<file path="src/rtl/cc_adder_accumulator_if.sv">
//------------------------------------------------------------------------------
// cc_adder_accumulator_if
//
// Purpose:
//    Groups the operand-side and result-side valid/ready handshakes of the
//    adder/accumulator into a single bundle.
//
// Signals:
//    CC_ADDER_ACC_data_InBUS   [W]      operand
//    CC_ADDER_ACC_valid_In              operand valid
//    CC_ADDER_ACC_last_In               final operand of the current sum
//    CC_ADDER_ACC_ready_Out             accumulator can take an operand
//    CC_ADDER_ACC_sum_OutBUS   [W]      result (saturated or wrapped)
//    CC_ADDER_ACC_overflow_Out          true sum outside the W-bit range
//    CC_ADDER_ACC_count_OutBUS [CNT_W]  number of terms summed
//    CC_ADDER_ACC_valid_Out             result valid
//    CC_ADDER_ACC_ready_In              downstream accepts result
//
// Modports:
//    slave  - the accumulator itself
//    master - the surrounding datapath (producer of operands, consumer of results)
//------------------------------------------------------------------------------
interface cc_adder_accumulator_if #(
   parameter int NUMBER_DATAWIDTH = 8,
   parameter int NUMBER_INPUTS    = 4
);
   localparam int CNT_W = $clog2(NUMBER_INPUTS) + 1;

   logic [NUMBER_DATAWIDTH-1:0] CC_ADDER_ACC_data_InBUS;
   logic                        CC_ADDER_ACC_valid_In;
   logic                        CC_ADDER_ACC_last_In;
   logic                        CC_ADDER_ACC_ready_Out;
   logic [NUMBER_DATAWIDTH-1:0] CC_ADDER_ACC_sum_OutBUS;
   logic                        CC_ADDER_ACC_overflow_Out;
   logic [CNT_W-1:0]            CC_ADDER_ACC_count_OutBUS;
   logic                        CC_ADDER_ACC_valid_Out;
   logic                        CC_ADDER_ACC_ready_In;

   modport slave (
      input  CC_ADDER_ACC_data_InBUS,
      input  CC_ADDER_ACC_valid_In,
      input  CC_ADDER_ACC_last_In,
      output CC_ADDER_ACC_ready_Out,
      output CC_ADDER_ACC_sum_OutBUS,
      output CC_ADDER_ACC_overflow_Out,
      output CC_ADDER_ACC_count_OutBUS,
      output CC_ADDER_ACC_valid_Out,
      input  CC_ADDER_ACC_ready_In
   );

   modport master (
      output CC_ADDER_ACC_data_InBUS,
      output CC_ADDER_ACC_valid_In,
      output CC_ADDER_ACC_last_In,
      input  CC_ADDER_ACC_ready_Out,
      input  CC_ADDER_ACC_sum_OutBUS,
      input  CC_ADDER_ACC_overflow_Out,
      input  CC_ADDER_ACC_count_OutBUS,
      input  CC_ADDER_ACC_valid_Out,
      output CC_ADDER_ACC_ready_In
   );
endinterface

</file>
<file path="src/rtl/cc_adder_accumulator.sv">
//------------------------------------------------------------------------------
// cc_adder_accumulator
//
// Purpose:
//    Sums a stream of up to NUMBER_INPUTS operands (fewer when a term is
//    flagged last) into one NUMBER_DATAWIDTH-bit result. Arithmetic may be
//    unsigned or two's-complement, and the result either clamps or wraps.
//    An overflow flag accompanies every result.
//
// Ports:
//    CC_ADDER_ACC_CLOCK_50     in   system clock, rising edge
//    CC_ADDER_ACC_RESET_InLow  in   synchronous active-low reset
//    CC_ADDER_ACC_bus          slave modport of cc_adder_accumulator_if
//                                   (operand handshake in, result handshake out)
//
// Operation:
//    IDLE  -> first accepted operand loads the accumulator
//    ACCUM -> further operands are added; valid_In low stalls indefinitely
//    DONE  -> result held until the downstream handshake, then back to IDLE
//------------------------------------------------------------------------------
module cc_adder_accumulator #(
   parameter int NUMBER_DATAWIDTH = 8,
   parameter int NUMBER_INPUTS    = 4,
   parameter int SIGNED_MODE      = 0,
   parameter int SATURATE_MODE    = 1
) (
   input  logic                   CC_ADDER_ACC_CLOCK_50,
   input  logic                   CC_ADDER_ACC_RESET_InLow,
   cc_adder_accumulator_if.slave  CC_ADDER_ACC_bus
);

   localparam int W     = NUMBER_DATAWIDTH;
   localparam int CNT_W = $clog2(NUMBER_INPUTS) + 1;
   // Wide enough for NUMBER_INPUTS full-scale operands plus a sign bit,
   // so the running sum itself can never overflow.
   localparam int ACC_W = W + $clog2(NUMBER_INPUTS) + 1;

   // Representable result range, expressed at accumulator width.
   localparam logic [ACC_W-1:0] UMAX = {{(ACC_W-W){1'b0}}, {W{1'b1}}};
   localparam logic [ACC_W-1:0] SMAX = {{(ACC_W-W+1){1'b0}}, {(W-1){1'b1}}};
   localparam logic [ACC_W-1:0] SMIN = {{(ACC_W-W+1){1'b1}}, {(W-1){1'b0}}};

   typedef enum logic [1:0] {
      IDLE  = 2'd0,
      ACCUM = 2'd1,
      DONE  = 2'd2
   } state_t;

   state_t             state_q;
   logic [ACC_W-1:0]   acc_q;
   logic [CNT_W-1:0]   cnt_q;
   logic [W-1:0]       sum_q;
   logic               ovf_q;
   logic [CNT_W-1:0]   count_q;
   logic               valid_q;
   logic               ready_q;

   logic [ACC_W-1:0]   data_ext;
   logic [ACC_W-1:0]   acc_d;
   logic [CNT_W-1:0]   cnt_d;
   logic [W-1:0]       sum_d;
   logic               ovf_d;
   logic               accept;
   logic               term_done;

   assign accept = CC_ADDER_ACC_bus.CC_ADDER_ACC_valid_In & ready_q;

   //---------------------------------------------------------------------------
   // Operand extension, next accumulator value and result formatting
   //---------------------------------------------------------------------------
   always_comb begin
      data_ext = '0;
      if (SIGNED_MODE != 0) begin
         data_ext = {{(ACC_W-W){CC_ADDER_ACC_bus.CC_ADDER_ACC_data_InBUS[W-1]}},
                     CC_ADDER_ACC_bus.CC_ADDER_ACC_data_InBUS};
      end else begin
         data_ext = {{(ACC_W-W){1'b0}}, CC_ADDER_ACC_bus.CC_ADDER_ACC_data_InBUS};
      end
   end

   always_comb begin
      acc_d = '0;
      cnt_d = '0;
      if (state_q == IDLE) begin
         acc_d = data_ext;
         cnt_d = CNT_W'(1);
      end else begin
         acc_d = acc_q + data_ext;
         cnt_d = cnt_q + CNT_W'(1);
      end
   end

   assign term_done = CC_ADDER_ACC_bus.CC_ADDER_ACC_last_In
                    | (cnt_d == CNT_W'(NUMBER_INPUTS));

   always_comb begin
      ovf_d = 1'b0;
      if (SIGNED_MODE != 0) begin
         ovf_d = ($signed(acc_d) > $signed(SMAX)) || ($signed(acc_d) < $signed(SMIN));
      end else begin
         ovf_d = (acc_d > UMAX);
      end
   end

   always_comb begin
      sum_d = acc_d[W-1:0];
      if ((SATURATE_MODE != 0) && ovf_d) begin
         if (SIGNED_MODE != 0) begin
            // The accumulator's sign bit tells which rail was crossed.
            sum_d = acc_d[ACC_W-1] ? SMIN[W-1:0] : SMAX[W-1:0];
         end else begin
            sum_d = UMAX[W-1:0];
         end
      end
   end

   //---------------------------------------------------------------------------
   // Control FSM with registered outputs
   //---------------------------------------------------------------------------
   always_ff @(posedge CC_ADDER_ACC_CLOCK_50) begin
      if (!CC_ADDER_ACC_RESET_InLow) begin
         state_q <= IDLE;
         acc_q   <= '0;
         cnt_q   <= '0;
         sum_q   <= '0;
         ovf_q   <= 1'b0;
         count_q <= '0;
         valid_q <= 1'b0;
         ready_q <= 1'b1;
      end else begin
         case (state_q)
            IDLE, ACCUM: begin
               if (accept) begin
                  acc_q <= acc_d;
                  cnt_q <= cnt_d;
                  if (term_done) begin
                     // Result registers load on the same edge as the final term.
                     state_q <= DONE;
                     sum_q   <= sum_d;
                     ovf_q   <= ovf_d;
                     count_q <= cnt_d;
                     valid_q <= 1'b1;
                     ready_q <= 1'b0;
                  end else begin
                     state_q <= ACCUM;
                  end
               end
            end
            DONE: begin
               if (CC_ADDER_ACC_bus.CC_ADDER_ACC_ready_In) begin
                  // sum/overflow/count deliberately keep their last values.
                  state_q <= IDLE;
                  acc_q   <= '0;
                  cnt_q   <= '0;
                  valid_q <= 1'b0;
                  ready_q <= 1'b1;
               end
            end
            default: begin
               state_q <= IDLE;
               acc_q   <= '0;
               cnt_q   <= '0;
               valid_q <= 1'b0;
               ready_q <= 1'b1;
            end
         endcase
      end
   end

   assign CC_ADDER_ACC_bus.CC_ADDER_ACC_ready_Out    = ready_q;
   assign CC_ADDER_ACC_bus.CC_ADDER_ACC_sum_OutBUS   = sum_q;
   assign CC_ADDER_ACC_bus.CC_ADDER_ACC_overflow_Out = ovf_q;
   assign CC_ADDER_ACC_bus.CC_ADDER_ACC_count_OutBUS = count_q;
   assign CC_ADDER_ACC_bus.CC_ADDER_ACC_valid_Out    = valid_q;

endmodule

</file>
<file path="src/flat_wrapper.sv">
// flat-port wrapper written by rule: the top's interface ports become plain ports
module cc_adder_accumulator_flat 
#(
   parameter int NUMBER_DATAWIDTH = 8,
   parameter int NUMBER_INPUTS    = 4,
   parameter int SIGNED_MODE      = 0,
   parameter int SATURATE_MODE    = 1
)
  (CC_ADDER_ACC_CLOCK_50, CC_ADDER_ACC_RESET_InLow, CC_ADDER_ACC_bus_CC_ADDER_ACC_data_InBUS, CC_ADDER_ACC_bus_CC_ADDER_ACC_valid_In, CC_ADDER_ACC_bus_CC_ADDER_ACC_last_In, CC_ADDER_ACC_bus_CC_ADDER_ACC_ready_Out, CC_ADDER_ACC_bus_CC_ADDER_ACC_sum_OutBUS, CC_ADDER_ACC_bus_CC_ADDER_ACC_overflow_Out, CC_ADDER_ACC_bus_CC_ADDER_ACC_count_OutBUS, CC_ADDER_ACC_bus_CC_ADDER_ACC_valid_Out, CC_ADDER_ACC_bus_CC_ADDER_ACC_ready_In);
  cc_adder_accumulator_if #(.NUMBER_DATAWIDTH(NUMBER_DATAWIDTH), .NUMBER_INPUTS(NUMBER_INPUTS)) CC_ADDER_ACC_bus_i ();
  input  logic CC_ADDER_ACC_CLOCK_50;
  input  logic CC_ADDER_ACC_RESET_InLow;
  input wire logic [$bits(CC_ADDER_ACC_bus_i.CC_ADDER_ACC_data_InBUS)-1:0] CC_ADDER_ACC_bus_CC_ADDER_ACC_data_InBUS;
  input wire logic [$bits(CC_ADDER_ACC_bus_i.CC_ADDER_ACC_valid_In)-1:0] CC_ADDER_ACC_bus_CC_ADDER_ACC_valid_In;
  input wire logic [$bits(CC_ADDER_ACC_bus_i.CC_ADDER_ACC_last_In)-1:0] CC_ADDER_ACC_bus_CC_ADDER_ACC_last_In;
  output wire logic [$bits(CC_ADDER_ACC_bus_i.CC_ADDER_ACC_ready_Out)-1:0] CC_ADDER_ACC_bus_CC_ADDER_ACC_ready_Out;
  output wire logic [$bits(CC_ADDER_ACC_bus_i.CC_ADDER_ACC_sum_OutBUS)-1:0] CC_ADDER_ACC_bus_CC_ADDER_ACC_sum_OutBUS;
  output wire logic [$bits(CC_ADDER_ACC_bus_i.CC_ADDER_ACC_overflow_Out)-1:0] CC_ADDER_ACC_bus_CC_ADDER_ACC_overflow_Out;
  output wire logic [$bits(CC_ADDER_ACC_bus_i.CC_ADDER_ACC_count_OutBUS)-1:0] CC_ADDER_ACC_bus_CC_ADDER_ACC_count_OutBUS;
  output wire logic [$bits(CC_ADDER_ACC_bus_i.CC_ADDER_ACC_valid_Out)-1:0] CC_ADDER_ACC_bus_CC_ADDER_ACC_valid_Out;
  input wire logic [$bits(CC_ADDER_ACC_bus_i.CC_ADDER_ACC_ready_In)-1:0] CC_ADDER_ACC_bus_CC_ADDER_ACC_ready_In;
  assign CC_ADDER_ACC_bus_i.CC_ADDER_ACC_data_InBUS = CC_ADDER_ACC_bus_CC_ADDER_ACC_data_InBUS;
  assign CC_ADDER_ACC_bus_i.CC_ADDER_ACC_valid_In = CC_ADDER_ACC_bus_CC_ADDER_ACC_valid_In;
  assign CC_ADDER_ACC_bus_i.CC_ADDER_ACC_last_In = CC_ADDER_ACC_bus_CC_ADDER_ACC_last_In;
  assign CC_ADDER_ACC_bus_CC_ADDER_ACC_ready_Out = CC_ADDER_ACC_bus_i.CC_ADDER_ACC_ready_Out;
  assign CC_ADDER_ACC_bus_CC_ADDER_ACC_sum_OutBUS = CC_ADDER_ACC_bus_i.CC_ADDER_ACC_sum_OutBUS;
  assign CC_ADDER_ACC_bus_CC_ADDER_ACC_overflow_Out = CC_ADDER_ACC_bus_i.CC_ADDER_ACC_overflow_Out;
  assign CC_ADDER_ACC_bus_CC_ADDER_ACC_count_OutBUS = CC_ADDER_ACC_bus_i.CC_ADDER_ACC_count_OutBUS;
  assign CC_ADDER_ACC_bus_CC_ADDER_ACC_valid_Out = CC_ADDER_ACC_bus_i.CC_ADDER_ACC_valid_Out;
  assign CC_ADDER_ACC_bus_i.CC_ADDER_ACC_ready_In = CC_ADDER_ACC_bus_CC_ADDER_ACC_ready_In;
  cc_adder_accumulator #(.NUMBER_DATAWIDTH(NUMBER_DATAWIDTH), .NUMBER_INPUTS(NUMBER_INPUTS), .SIGNED_MODE(SIGNED_MODE), .SATURATE_MODE(SATURATE_MODE)) u_core (.CC_ADDER_ACC_CLOCK_50(CC_ADDER_ACC_CLOCK_50), .CC_ADDER_ACC_RESET_InLow(CC_ADDER_ACC_RESET_InLow), .CC_ADDER_ACC_bus(CC_ADDER_ACC_bus_i));
endmodule
</file>
<file path="config.mk">
export PLATFORM = sky130hd
export DESIGN_NAME = cc_adder_accumulator_flat
export DESIGN_NICKNAME = d
export VERILOG_FILES = /design/src/rtl/cc_adder_accumulator_if.sv /design/src/rtl/cc_adder_accumulator.sv /design/src/flat_wrapper.sv
export SDC_FILE = /design/constraint.sdc
export NUM_CORES = 1
export LEC_CHECK = 0
export BUFFER_PORTS_ARGS = -buffer_cell sky130_fd_sc_hd__buf_2
export CAP_MARGIN = 20
export CORE_MARGIN = 2
export CORE_UTILIZATION = 60
export DETAILED_ROUTE_END_ITERATION = 10
export GPL_TIMING_DRIVEN = 0
export PLACE_DENSITY = 0.91
export SKIP_CTS_REPAIR_TIMING = 1
export SYNTH_ARGS = -nofsm -noshare
export SYNTH_HDL_FRONTEND = slang
export SYNTH_SLANG_ARGS = --single-unit
</file>
<file path="constraint.sdc">
create_clock -name CC_ADDER_ACC_CLOCK_50 -period 3.55 [get_ports CC_ADDER_ACC_CLOCK_50]
set_input_delay 0.71 -clock CC_ADDER_ACC_CLOCK_50 [delete_from_list [all_inputs] [get_ports CC_ADDER_ACC_CLOCK_50]]
set_output_delay 0.71 -clock CC_ADDER_ACC_CLOCK_50 [all_outputs]
set_load 0.005 [all_outputs]
</file>
# Yosys cells after proc, flatten, opt, wreduce, memory -nomap -nowiden
# Index checks and enable logic that the tools add are counted.
# Widths: inputs -> output; s select.
# classes
order_cmp	1
bitwise	2
reduce_logical	5
n_mux	21
add_sub_neg	2
n_eq_ne	6
# ops
cell	count
$mux 11	3
$pmux 11 s2	1
$add 11x8->11	1
$gt 11x8->1 const B	1
$mux 3	3
$mux 8	1
$mux 1	6
$mux 2	3
$pmux 3 s2	1
$reduce_and 3->1	2
$ne 2x1->1 const B	2
$pmux 1 s2	2
$pmux 2 s2	1
$add 3x1->3 const B	1
$eq 3x3->1 const B	1
$eq 2x1->1 const B	1
$eq 2x2->1 const B	1
$logic_not 2->1	1
$ne 2x2->1 const B	1
$reduce_and 2->1	1
$reduce_or 2->1	1
$and 1x1->1	1
$or 1x1->1	1
# word_totals
input_bits	13
word_cells	45
ff_bits	30

# Depth between registers and ports, before layout
# Gate-level depths: netlist of the first run.
# logic_depth
word_depth	7
mapped_depth	8
mapped_depth_nobuf	8

# Least setup slack after synthesis of the first run
# No wires, ideal clock.
# synth_path
kind	input to register
startpoint	input port CC_ADDER_ACC_bus_CC_ADDER_ACC_data_InBUS[4]
endpoint	register u_core.sum_q[5] (netlist: u_core.CC_ADDER_ACC_bus.CC_ADDER_ACC_sum_OutBUS[5])
path_buffers	0
setup_slack_ns	1.238
required_time_ns	3.476
setup_ns	0.074
arrival_time_ns	2.237
path_stages	7
cell_sequence	ha_1 -> a21o_1 -> a31oi_2 -> a211oi_1 -> o31ai_2 -> nand3_2 -> a31oi_1
# synth_between
elab_chain_len	4
# synth_rtl
item	line	rtl
from (decl)	flat_wrapper.sv:13	input wire logic [$bits(CC_ADDER_ACC_bus_i.CC_ADDER_ACC_data_InBUS)-1:0] CC_ADDER_ACC_bus_CC_ADDER_ACC_data_In ...
$add 11x8->11	cc_adder_accumulator.sv:88	acc_d = acc_q + data_ext;
$mux 11 (*)	cc_adder_accumulator.sv:84	if (state_q == IDLE) begin
$gt 11x8->1	cc_adder_accumulator.sv:101	ovf_d = (acc_d > UMAX);
$mux 8 (*)	cc_adder_accumulator.sv:107	if ((SATURATE_MODE != 0) && ovf_d) begin
to (signal assigned)	cc_adder_accumulator.sv:139	sum_q <= sum_d;
to (decl)	cc_adder_accumulator.sv:52	logic [W-1:0] sum_q;
# Every way passes the cells marked *; elsewhere a longest branch is shown, timed or not.
# A chain may end at the register's enable or synchronous reset.

# Final worst setup path of the first run
# layout_path
startpoint	input port CC_ADDER_ACC_bus_CC_ADDER_ACC_data_InBUS[4]
endpoint	register u_core.sum_q[3] (netlist: u_core.CC_ADDER_ACC_bus.CC_ADDER_ACC_sum_OutBUS[3])
# layout_between
elab_chain_len	4
# layout_rtl
item	line
$add 11x8->11	cc_adder_accumulator.sv:88
$mux 11 (*)	cc_adder_accumulator.sv:84
$gt 11x8->1 (*)	cc_adder_accumulator.sv:101
$mux 8 (*)	cc_adder_accumulator.sv:107
# Marks and branches as above.

==> results of run 1 <==
==> cells in the mapped netlist, types with 3 or more instances <==
library cell	n
a21o_1	4
a21oi_1	14
a22oi_1	4
a31oi_1	9
and2_1	3
buf_2	4
clkbuf_1	5
dfxtp_1	30
ha_1	9
inv_1	4
mux2i_1	7
nand2_1	11
nand3_1	7
nand3_2	3
nor2_1	28
nor3_1	6
o21ai_0	11
xnor2_1	4
==> area by class of cell <==
cell class / instances / area, um2 / area share [%]
sequential: 30 / 601 / 30.5
buffer: 9 / 38.8 / 1.97
timing repair buffer: 26 / 130 / 6.61
inverter: 5 / 18.8 / 0.954
multi-input combinational: 156 / 1030 / 52.3
clock inverter: 2 / 60.1 / 3.05
tap: 31 / 38.8 / 1.97
clock buffer: 6 / 51.3 / 2.61
==> path summary, 6_finish.rpt <==
path | from | to | slack [ns] | cells after the start
worst max register to register | u_core.acc_q[4]$_SDFFE_PN0P_ | register | 1.34 | 7
worst min register to register | register | register | 0.46 | 2
worst max-delay path | CC_ADDER_ACC_bus_CC_ADDER_ACC_data_InBUS[4] | register | 1.17 | 8
worst min-delay path | register | register | 0.46 | 2
==> logic make-up (layout without fill, tap and decap cells) <==
group           after synthesis  count (layout)  share of synthesized area, %
buf+inv                      14              48                          3.41
flops                        30              30                          35.6
xor+xnor                      5               5                          2.59
compound gates               63              63                          25.5
mux                           7               7                          4.15
simple gates                 71              71                          20.9
fa+ha+maj                    10              10                          7.86
==> tightest hold or removal path: stages (launching register included) <==
cell and delay [ns]:
dfxtp_1 0.33, nand2_1 0.05, a21oi_1 0.05
==> metrics by stage <==
stage	std cells	setup slack, ns	hold WS, ns
final	265	1.17	0.464
after global routing	265	1.06	0.487
after CTS	265	1.21	0.462
after detailed placement	257	0.877	0.449
after global placement	257	0.930	0.442
after floorplan	200	1.24	0.448
==> registers in the layout (all words and copies together), names as in the netlist <==
register,flops
u_core.state_q,2
u_core.acc_q,11
u_core.CC_ADDER_ACC_bus.CC_ADDER_ACC_valid_Out,1
u_core.CC_ADDER_ACC_bus.CC_ADDER_ACC_count_OutBUS,3
u_core.CC_ADDER_ACC_bus.CC_ADDER_ACC_sum_OutBUS,8
u_core.cnt_q,3
u_core.CC_ADDER_ACC_bus.CC_ADDER_ACC_overflow_Out,1
u_core.CC_ADDER_ACC_bus.CC_ADDER_ACC_ready_Out,1
==> per-layer routing <==
layer | routed length [um] | GRT usage (%) | vias to the layer above
met5 | 0 | 0 | -
met4 | 75 | 12.0 | 0
met3 | 257 | 6.12 | 10
met2 | 1910 | 45.2 | 47
met1 | 1870 | 33.9 | 747
li1 | - | - | 799
==> where the power goes <==
part | total [uW] | leakage (uW) | switching, uW | internal [uW]
Combinational | 229 | 0.000561 | 137 | 92.2
Sequential | 373 | 0.000245 | 13.5 | 360
Clock | 370 | 0.0000585 | 132 | 239
==> cells in the final DEF, fill, tap and decap left out, drive strengths merged, types with 3 or more instances in the layout <==
| cell | n |
|---|---|
| a21o | 5 |
| nor3 | 6 |
| and2 | 3 |
| a21oi | 15 |
| clkbuf | 11 |
| nand2 | 11 |
| buf | 30 |
| nand3 | 10 |
| mux2i | 7 |
| a31oi | 10 |
| ha | 9 |
| dfxtp | 30 |
| xnor2 | 4 |
| nor2 | 30 |
| inv | 4 |
| o21ai | 13 |
| a22oi | 4 |
==> impl_results.md, run 1 <==
* Setup TNS at 0 ns
* WL final at 4120 um
* Total chip power at 973 uW
* Final slew viol count at 0
* Largest net degree at the start of global routing at 11
* H-tree depth at 2
* Peak VDD IR at 0.439 mV
* Post-route ant nets at 0
* WP buf/inv at 1
* CP Launch Type: primary input
* Post-Synthesis Cells at 200
* Initial antenna violation count at 0
* Netlist cell types at 47
* DR iter-0 viols at 78
* Dominant cell type by area after synthesis: dfxtp_1
* Setup crit end kind: register
* Area grow syn2layout at 16.6%
* Post-layout util at 72.6%
* HP Class: reg2reg
* Clock root buffer: clkbuf_4
* Clock Latency Late Sink at 0.34 ns
* Starting Density at 62.3%
* Most used DFF post-synth: dfxtp_1
* Worst Skew at 0.0126 ns
* Required @ worst endpoint at 3.81 ns
* Period utilization at 67.0%
* Synthesized flop and latch total at 30
* Placed Area at 1860 um2
* Final Critical Period at 2.38 ns
* Clock tree buffer depth at 2
* Clk pin slew, worst setup/hold paths at 0.11 ns
* Cell Chain, Critical Path: buf_2 -> ha_1 -> a21o_1 -> a31oi_2 -> a211oi_1 -> o31ai_2 -> nand3_2 -> a31oi_1
* # IOs at 27
* Netlist Area Pre-Place at 1690 um2
* Fmax at 420 MHz
* CTS buffer count at 5
* Clock Sink Count at 30
* Final setup violation count at 0
* Via density per instance at 6.05
* Routed WL per cell at 15.5 um
* Router iterations before antenna repair at 4
* Fraction of layout cells with a size suffix above 1 at 21.4%
* Main area contributors after synthesis: dfxtp_1 36%, ha_1 6.7%, nor2_1 6.2%
* Syn_area_per_cell at 8.44 um2
* Non-Filler Cell Area, Final at 1970 um2
* Die ar. at 3250 um2
* First-pass GRT wire length at 6780 um
* Total power per unit cell area at 494 nW/um2
* RePlAce Congestion at 0.858
* Synth warn at 0
* Slew HR at 64.3%
* Die H at 57.0 um
* CP max FO at 7
* Async S/R FF share, synth at 0%
* Worst EP arrival at 2.64 ns
* Antenna Cells at 0
* CTS tree: done
* RSZ-0062 raised after global routing: false
* Max Cap Violations at 0
* Vias in the first global route at 1,547
* Outcome: completed
* Worst slew pin tran at 0.532 ns
* Port Buf Inserts at 26
* Crit path max-delay family: compound AO/OA/AOI/OAI gates
* Final #Nets at 256
* Critical path's slowest cell: o31ai_2
* DRC viols at 0
* Pleak at 0.000865 uW
* HPWL Detailed at 2970 um
* Die X at 57.0 um
* Fillers at 235
* Final hold vios at 0
* Sequential fraction of the synthesis area at 35.6%
* Core area at 2710 um2
* Syn Nets at 223
* Final global-route overflow total at 0
* CP peak stage delay at 0.40 ns
* Share of the synthesized area in the top cell type at 35.6%
* Total track usage at 27.2%
* Number of synthesized flops with an enable pin at 0
* Via count at 1,603
* Row count at 19
* Crit Path Category: in2reg
(Power assumes the default switching activity.)
==> run 2, diff against run 1 <==
--- a/config.mk
+++ b/config.mk
@@ -5,13 +5,14 @@
 export SDC_FILE = /design/constraint.sdc
 export NUM_CORES = 1
 export LEC_CHECK = 0
+export ABC_AREA = 1
 export BUFFER_PORTS_ARGS = -buffer_cell sky130_fd_sc_hd__buf_2
 export CAP_MARGIN = 20
 export CORE_MARGIN = 2
-export CORE_UTILIZATION = 60
+export CORE_UTILIZATION = 57
 export DETAILED_ROUTE_END_ITERATION = 10
 export GPL_TIMING_DRIVEN = 0
-export PLACE_DENSITY = 0.91
+export PLACE_DENSITY = 0.86
 export SKIP_CTS_REPAIR_TIMING = 1
 export SYNTH_ARGS = -nofsm -noshare
 export SYNTH_HDL_FRONTEND = slang
==> constraint.sdc (replaced) <==
create_clock -name CC_ADDER_ACC_CLOCK_50 -period 2.5 [get_ports CC_ADDER_ACC_CLOCK_50]
set_input_delay 0.5 -clock CC_ADDER_ACC_CLOCK_50 [delete_from_list [all_inputs] [get_ports CC_ADDER_ACC_CLOCK_50]]
set_output_delay 0.5 -clock CC_ADDER_ACC_CLOCK_50 [all_outputs]
set_load 0.005 [all_outputs]
==> impl_results.md, run 2 <==
* Post-Synthesis Cells at 287 (was 200)
* Core area at 3100 um2 (was 2710 um2)
* Placed Area at 2090 um2 (was 1860 um2)
* Worst slew pin tran at 0.506 ns (was 0.532 ns)
* Pleak at 0.00109 uW (was 0.000865 uW)
* Number of synthesized flops with an enable pin at 0 (unchanged)
* Final global-route overflow total at 0 (unchanged)
* Final hold vios at 0 (unchanged)
* Routed WL per cell at 11.2 um (was 15.5 um)
* First-pass GRT wire length at 6670 um (was 6780 um)
* Critical path's slowest cell: fa_1 (was o31ai_2)
* Clock Latency Late Sink at 0.34 ns (about the same)
* Initial antenna violation count at 0 (unchanged)
* Synth Area in Adders at 6.97% (was 7.86%)
* CP peak stage delay at 0.42 ns (was 0.40 ns)
* Mux cell area share after synthesis at 0.526% (was 4.15%)
* Netlist Area Pre-Place at 1900 um2 (was 1690 um2)
* Non-Filler Cell Area, Final at 2150 um2 (was 1970 um2)
* HPWL Detailed at 3190 um (was 2970 um)
* Post-synthesis compound-gate area fraction at 9.80% (was 25.5%)
* Total power per unit cell area at 553 nW/um2 (was 494 nW/um2)
* Top cell by count, worst path: nand2_1
* Die ar. at 3820 um2 (was 3250 um2)
* Clock tree buffer depth at 2 (unchanged)
* Register bank with the most flops: u_core.acc_q (unchanged)
* Starting Density at 61.3% (was 62.3%)
* Total track usage at 24.0% (was 27.2%)
* CP Launch Type: register (was primary input)
* HP Class: in2reg (was reg2reg)
* Async S/R FF share, synth at 0% (unchanged)
* # IOs at 27 (unchanged)
* DR iter-0 viols at 105 (was 78)
* Worst EP arrival at 2.29 ns (was 2.64 ns)
* Synthesized flop and latch total at 30 (unchanged)
* DRC viols at 0 (unchanged)
* Setup TNS at 0 ns (unchanged)
* Count leader, synth: nand2_1 (was dfxtp_1)
* Sequential fraction of the synthesis area at 31.6% (was 35.6%)
* Vias in the first global route at 1,529 (was 1,547)
* CTS buffer count at 5 (unchanged)
* Fraction of layout cells with a size suffix above 1 at 17.1% (was 21.4%)
* Max FFs per register at 11 (unchanged)
* Router iterations before antenna repair at 4 (unchanged)
* Fmax at 487 MHz
* RSZ-0062 raised after global routing: false (unchanged)
* Synth cell count leaders: 87 x nand2_1, 37 x nor2_1, 34 x inv_1 (was 30 x dfxtp_1, 28 x nor2_1, 14 x a21oi_1)
* Required @ worst endpoint at 2.74 ns (was 3.81 ns)
* Area grow syn2layout at 12.9% (was 16.6%)
* Syn_area_per_cell at 6.63 um2 (was 8.44 um2)
* Outcome: completed (unchanged)
* Via count at 1,836 (was 1,603)
* Synth warn at 0 (unchanged)
* Clock Sink Count at 30 (unchanged)
* Final slew viol count at 0 (unchanged)
* Final Critical Period at 2.05 ns
* Final #Nets at 343 (was 256)
* Die H at 61.8 um (was 57.0 um)
* H-tree depth at 2 (unchanged)
* CP max FO at 5 (was 7)
* Syn Nets at 310 (was 223)
* RePlAce Congestion at 0.887 (was 0.858)
* Largest net degree at the start of global routing at 11 (unchanged)
* Cell Chain, Critical Path: ha_1 -> fa_1 -> nand2_1 -> nand2_1 -> nand3_2 -> nand3_1 -> nand3_4 -> nand2_4 -> nor2_4 -> nand3_1 -> nand2_1 -> inv_1 (was buf_2 -> ha_1 -> a21o_1 -> a31oi_2 -> a211oi_1 -> o31ai_2 -> nand3_2 -> a31oi_1)
* Final setup violation count at 0 (unchanged)
* Via density per instance at 5.03 (was 6.05)
* Peak VDD IR at 0.348 mV (was 0.439 mV)
* Commonest non-fill, non-tap cell in the layout: nand2_1
* Main area contributors after synthesis: dfxtp_1 32%, nand2_1 17%, nor2_1 7.3% (was dfxtp_1 36%, ha_1 6.7%, nor2_1 6.2%)
* Worst Skew at 0.00583 ns (was 0.0126 ns)
* Clock root buffer: clkbuf_4 (unchanged)
* CTS tree: done (unchanged)
* Antenna Cells at 0 (unchanged)
* Die X at 61.8 um (was 57.0 um)
* Clk pin slew, worst setup/hold paths at 0.09 ns (was 0.11 ns)
* Period utilization at 82.1%
* Largest family of logic cells by synthesized area: simple AND/OR/NAND/NOR gates (was compound AO/OA/AOI/OAI gates)
* Netlist cell types at 32 (was 47)
* Hold Slack at 0.415 ns (was 0.464 ns)
* Simple-Gate Fraction of Synth Area at 40.4% (was 20.9%)
* Most used DFF post-synth: dfxtp_1 (unchanged)
* Crit Path Category: reg2reg (was in2reg)
* Total chip power at 1190 uW (was 973 uW)
* Dominant cell type by area after synthesis: dfxtp_1 (unchanged)
* Slew HR at 66.3% (was 64.3%)
* Crit path max-delay family: simple AND/OR/NAND/NOR gates (was compound AO/OA/AOI/OAI gates)
* Port Buf Inserts at 26 (unchanged)
* WL final at 4090 um (was 4120 um)
* Xor and xnor fraction of the mapped netlist area at 1.38% (was 2.59%)
* Setup crit end kind: register (unchanged)
* WP buf/inv at 1 (unchanged)
* Post-route ant nets at 0 (unchanged)
* Commonest cells after routing, fill and taps aside: 87 x nand2_1, 37 x nor2_1, 34 x inv_1 (was 30 x buf_2, 30 x dfxtp_1, 28 x nor2_1)
* Row count at 20 (was 19)
* Share of the synthesized area in the top cell type at 31.6% (was 35.6%)
* Max Cap Violations at 0 (unchanged)
-- run 2: cell count changes after synthesis, moves of 5 or more --
cell and delta:
nor2_1 +9, nand2_1 +76, nand3_1 +9, a21oi_1 +5, inv_1 +30, nor3_1 -6
a31oi_1 -9, mux2i_1 -6
-- run 2: logic make-up (layout without fill, tap and decap cells) --
logic type / count (synthesis) / in the layout
compound gates: 35 / 35
xor+xnor: 3 / 3
fa+ha+maj: 10 / 10
buf+inv: 42 / 76
flops: 30 / 30
mux: 1 / 1
simple gates: 166 / 166
-- run 2: routing by layer --
| metal | vias to the layer above | part of all wire [%] | GRT usage (%) |
|---|---|---|---|
| li1 | 976 | - | - |
| met1 | 821 | 48 | 32.1 |
| met2 | 33 | 45 | 38.0 |
| met3 | 6 | 4.9 | 5.80 |
| met4 | 0 | 1.4 | 8.21 |
| met5 | - | 0 | 0 |
-- run 2: final timing paths --
check                                                                              endpoint  depth (start not counted)                                                   startpoint  slack [ns]
worst max register to register                                                     register                         12                                 u_core.acc_q[0]$_SDFFE_PN0P_        0.45
worst max-delay path                                                               register                         12                                 u_core.acc_q[0]$_SDFFE_PN0P_        0.45
worst min register to register  u_core.CC_ADDER_ACC_bus.CC_ADDER_ACC_valid_Out$_SDFFE_PN0P_                          2  u_core.CC_ADDER_ACC_bus.CC_ADDER_ACC_valid_Out$_SDFFE_PN0P_        0.47
worst min-delay path            u_core.CC_ADDER_ACC_bus.CC_ADDER_ACC_ready_Out$_SDFFE_PN1P_                          2                                     CC_ADDER_ACC_RESET_InLow        0.41
-- run 2: area by class of cell --
class                      instances  area, um2
clock buffer                       7       55.1
multi-input combinational        215       1120
buffer                             6       41.3
clock inverter                     1       5.00
sequential                        30        601
timing repair buffer              26        130
fill                             297        955
inverter                          36        138
tap                               44       55.1
-- run 2: through the flow --
step / instances / worst slack [ns] / utilization, %
5_1_grt: 365 / 0.287 / 69.2
4_1_cts: 365 / 0.459 / 69.2
2_1_floorplan: 287 / 0.456 / -
3_3_place_gp: 357 / 0.159 / 67.3
3_5_place_dp: 357 / 0.132 / 67.3
6_report: 365 / 0.448 / 69.2
-- run 2: worst reg2reg max path: stages, from the launching register on --
cell	delay, ns
dfxtp_1	0.32
ha_1	0.23
fa_1	0.42
nand2_1	0.09
nand2_1	0.10
nand3_2	0.11
nand3_1	0.15
nand3_4	0.15
nand2_4	0.06
nor2_4	0.14
nand3_1	0.09
nand2_1	0.07
inv_1	0.04
-- run 2: power by group --
part	switching (uW)	internal [uW]	total, uW
Sequential	22.2	515	537
Clock	169	136	305
Combinational	216	132	347
Total	407	782	1190
==> run 3, diff against run 2 <==
--- a/config.mk
+++ b/config.mk
@@ -5,14 +5,14 @@
 export SDC_FILE = /design/constraint.sdc
 export NUM_CORES = 1
 export LEC_CHECK = 0
-export ABC_AREA = 1
+export ABC_AREA = 0
 export BUFFER_PORTS_ARGS = -buffer_cell sky130_fd_sc_hd__buf_2
 export CAP_MARGIN = 20
 export CORE_MARGIN = 2
-export CORE_UTILIZATION = 57
+export CORE_UTILIZATION = 50
 export DETAILED_ROUTE_END_ITERATION = 10
 export GPL_TIMING_DRIVEN = 0
-export PLACE_DENSITY = 0.86
+export PLACE_DENSITY = 0.82
 export SKIP_CTS_REPAIR_TIMING = 1
 export SYNTH_ARGS = -nofsm -noshare
 export SYNTH_HDL_FRONTEND = slang
==> constraint.sdc (replaced) <==
create_clock -name CC_ADDER_ACC_CLOCK_50 -period 1.8 [get_ports CC_ADDER_ACC_CLOCK_50]
set_input_delay 0.36 -clock CC_ADDER_ACC_CLOCK_50 [delete_from_list [all_inputs] [get_ports CC_ADDER_ACC_CLOCK_50]]
set_output_delay 0.36 -clock CC_ADDER_ACC_CLOCK_50 [all_outputs]
set_load 0.005 [all_outputs]
==> impl_results.md, run 3 (same netlist as run 1, synthesis figures left out) <==
* Max FFs per register at 11 (unchanged)
* Crit Path Category: reg2reg (unchanged)
* Peak VDD IR at 0.428 mV (was 0.348 mV)
* First-pass GRT wire length at 6830 um (was 6670 um)
* Crit path max-delay family: simple AND/OR/NAND/NOR gates (unchanged)
* Fraction of layout cells with a size suffix above 1 at 40.2% (was 17.1%)
* Top cell by count, worst path: nand4_1 (was nand2_1)
* Final slew viol count at 0 (unchanged)
* Die H at 62.1 um (was 61.8 um)
* Final #Nets at 273 (was 343)
* CP peak stage delay at 0.36 ns (was 0.42 ns)
* Area grow syn2layout at 40.8% (was 12.9%)
* DRC viols at 0 (unchanged)
* Clock Sink Count at 30 (unchanged)
* Router iterations before antenna repair at 4 (unchanged)
* Fmax at 525 MHz (was 487 MHz)
* Post-route ant nets at 0 (unchanged)
* Outcome: finished with violations (was completed)
* Total track usage at 22.6% (was 24.0%)
* HPWL Detailed at 2940 um (was 3190 um)
* Clk pin slew, worst setup/hold paths at 0.10 ns (was 0.09 ns)
* Final global-route overflow total at 0 (unchanged)
* CTS buffer count at 5 (unchanged)
* RSZ-0062 raised after global routing: true (was false)
* Final Critical Period at 1.90 ns (was 2.05 ns)
* Worst Skew at 0.00952 ns (was 0.00583 ns)
* Critical path's slowest cell: dfxtp_2 (was fa_1)
* Post-layout util at 72.4% (was 69.2%)
* WL final at 4880 um (was 4090 um)
* Commonest cells after routing, fill and taps aside: 27 x buf_2, 26 x nor2_1, 24 x dfxtp_1 (was 87 x nand2_1, 37 x nor2_1, 34 x inv_1)
* Clock Latency Late Sink at 0.34 ns (about the same)
* Largest net degree at the start of global routing at 11 (unchanged)
* Via count at 1,765 (was 1,836)
* Total power per unit cell area at 807 nW/um2 (was 553 nW/um2)
* Pleak at 0.000975 uW (was 0.00109 uW)
* Row count at 21 (was 20)
* Period utilization at 106% (was 82.1%)
* Vias in the first global route at 1,492 (was 1,529)
* H-tree depth at 2 (unchanged)
* Initial antenna violation count at 0 (unchanged)
* WP buf/inv at 0 (was 1)
* Port Buf Inserts at 26 (unchanged)
* Required @ worst endpoint at 2.07 ns (was 2.74 ns)
* CP Launch Type: register (unchanged)
* Slew HR at 64.9% (was 66.3%)
* Final setup violation count at 13 (was 0)
* RePlAce Congestion at 0.851 (was 0.887)
* Hold Slack at 0.289 ns (was 0.415 ns)
* Commonest non-fill, non-tap cell in the layout: buf_2 (was nand2_1)
* Clock tree buffer depth at 2 (unchanged)
* Cell Chain, Critical Path: ha_4 -> a21o_1 -> nand4_1 -> and4_1 -> o31ai_4 -> nand4_1 -> a21oi_1 (was ha_1 -> fa_1 -> nand2_1 -> nand2_1 -> nand3_2 -> nand3_1 -> nand3_4 -> nand2_4 -> nor2_4 -> nand3_1 -> nand2_1 -> inv_1)
* # IOs at 27 (unchanged)
* Max Cap Violations at 0 (unchanged)
* Fillers at 231 (was 297)
* Via density per instance at 5.94 (was 5.03)
* CP max FO at 5 (unchanged)
* DR iter-0 viols at 130 (was 105)
* Die X at 62.1 um (was 61.8 um)
* Antenna Cells at 0 (unchanged)
* Die ar. at 3860 um2 (was 3820 um2)
* Clock root buffer: clkbuf_4 (unchanged)
* Setup crit end kind: register (unchanged)
* HP Class: in2reg (unchanged)
* Register bank with the most flops: u_core.acc_q (unchanged)
* Core area at 3280 um2 (was 3100 um2)
* Routed WL per cell at 16.4 um (was 11.2 um)
* Final hold vios at 0 (unchanged)
* Failing checks: negative setup slack
* Post-route setup slack at -0.104 ns (was 0.448 ns)
* Starting Density at 51.4% (was 61.3%)
* Worst EP arrival at 2.17 ns (was 2.29 ns)
* Worst slew pin tran at 0.526 ns (was 0.506 ns)
* CTS tree: done (unchanged)
[run 3: metal layers]
layer / global-route usage [%] / wire [um] / vias up
met5: 0 / 0 / -
met4: 10.8 / 136 / 0
met3: 5.25 / 343 / 13
met2: 33.7 / 2300 / 83
li1: - / - / 836
met1: 30.8 / 2090 / 833
[run 3: report_power, final]
| group | internal, uW | switching (uW) | total (uW) |
|---|---|---|---|
| registers | 713 | 36.8 | 750 |
| logic | 291 | 343 | 634 |
| clock network | 287 | 249 | 536 |
| total | 1290 | 628 | 1920 |
[run 3: area by class of cell]
class / count / area, um2 / share of cell area [%]
tap: 46 / 57.6 / 2.42
sequential: 30 / 608 / 25.6
inverter: 5 / 18.8 / 0.789
timing repair buffer: 45 / 270 / 11.4
clock buffer: 5 / 37.5 / 1.58
clock inverter: 3 / 40.0 / 1.68
buffer: 7 / 47.5 / 2.00
multi-input combinational: 156 / 1300 / 54.6
[run 3: worst register-to-register path: stages (launching register included)]
cell,delay (ns)
dfxtp_2,0.36
ha_4,0.26
a21o_1,0.13
nand4_1,0.19
and4_1,0.29
o31ai_4,0.27
nand4_1,0.18
a21oi_1,0.16
[run 3: per-stage QoR]
step           cells  setup TNS (ns)  instance area [um2]  power, uW  worst slack, ns
6_report         297          -0.898                 2380       1920           -0.104
5_1_grt          297           -2.13                 2380       2020           -0.197
4_1_cts          280           -3.89                 2110       1780           -0.220
3_5_place_dp     272           -5.99                 2030       1250           -0.323
3_3_place_gp     272           -5.38                 2030       1240           -0.286
2_1_floorplan    200        -0.00865                 1840       1120         -0.00865
[run 3: final timing paths]
kind / from / end / slack [ns] / depth (start not counted)
setup / recovery: u_core.acc_q[1]$_SDFFE_PN0P_ / register / -0.10 / 7
hold / removal: CC_ADDER_ACC_bus_CC_ADDER_ACC_ready_In / u_core.state_q[1]$_SDFFE_PN0P_ / 0.29 / 4
setup reg to reg: u_core.acc_q[1]$_SDFFE_PN0P_ / register / -0.10 / 7
hold reg to reg: register / register / 0.47 / 2
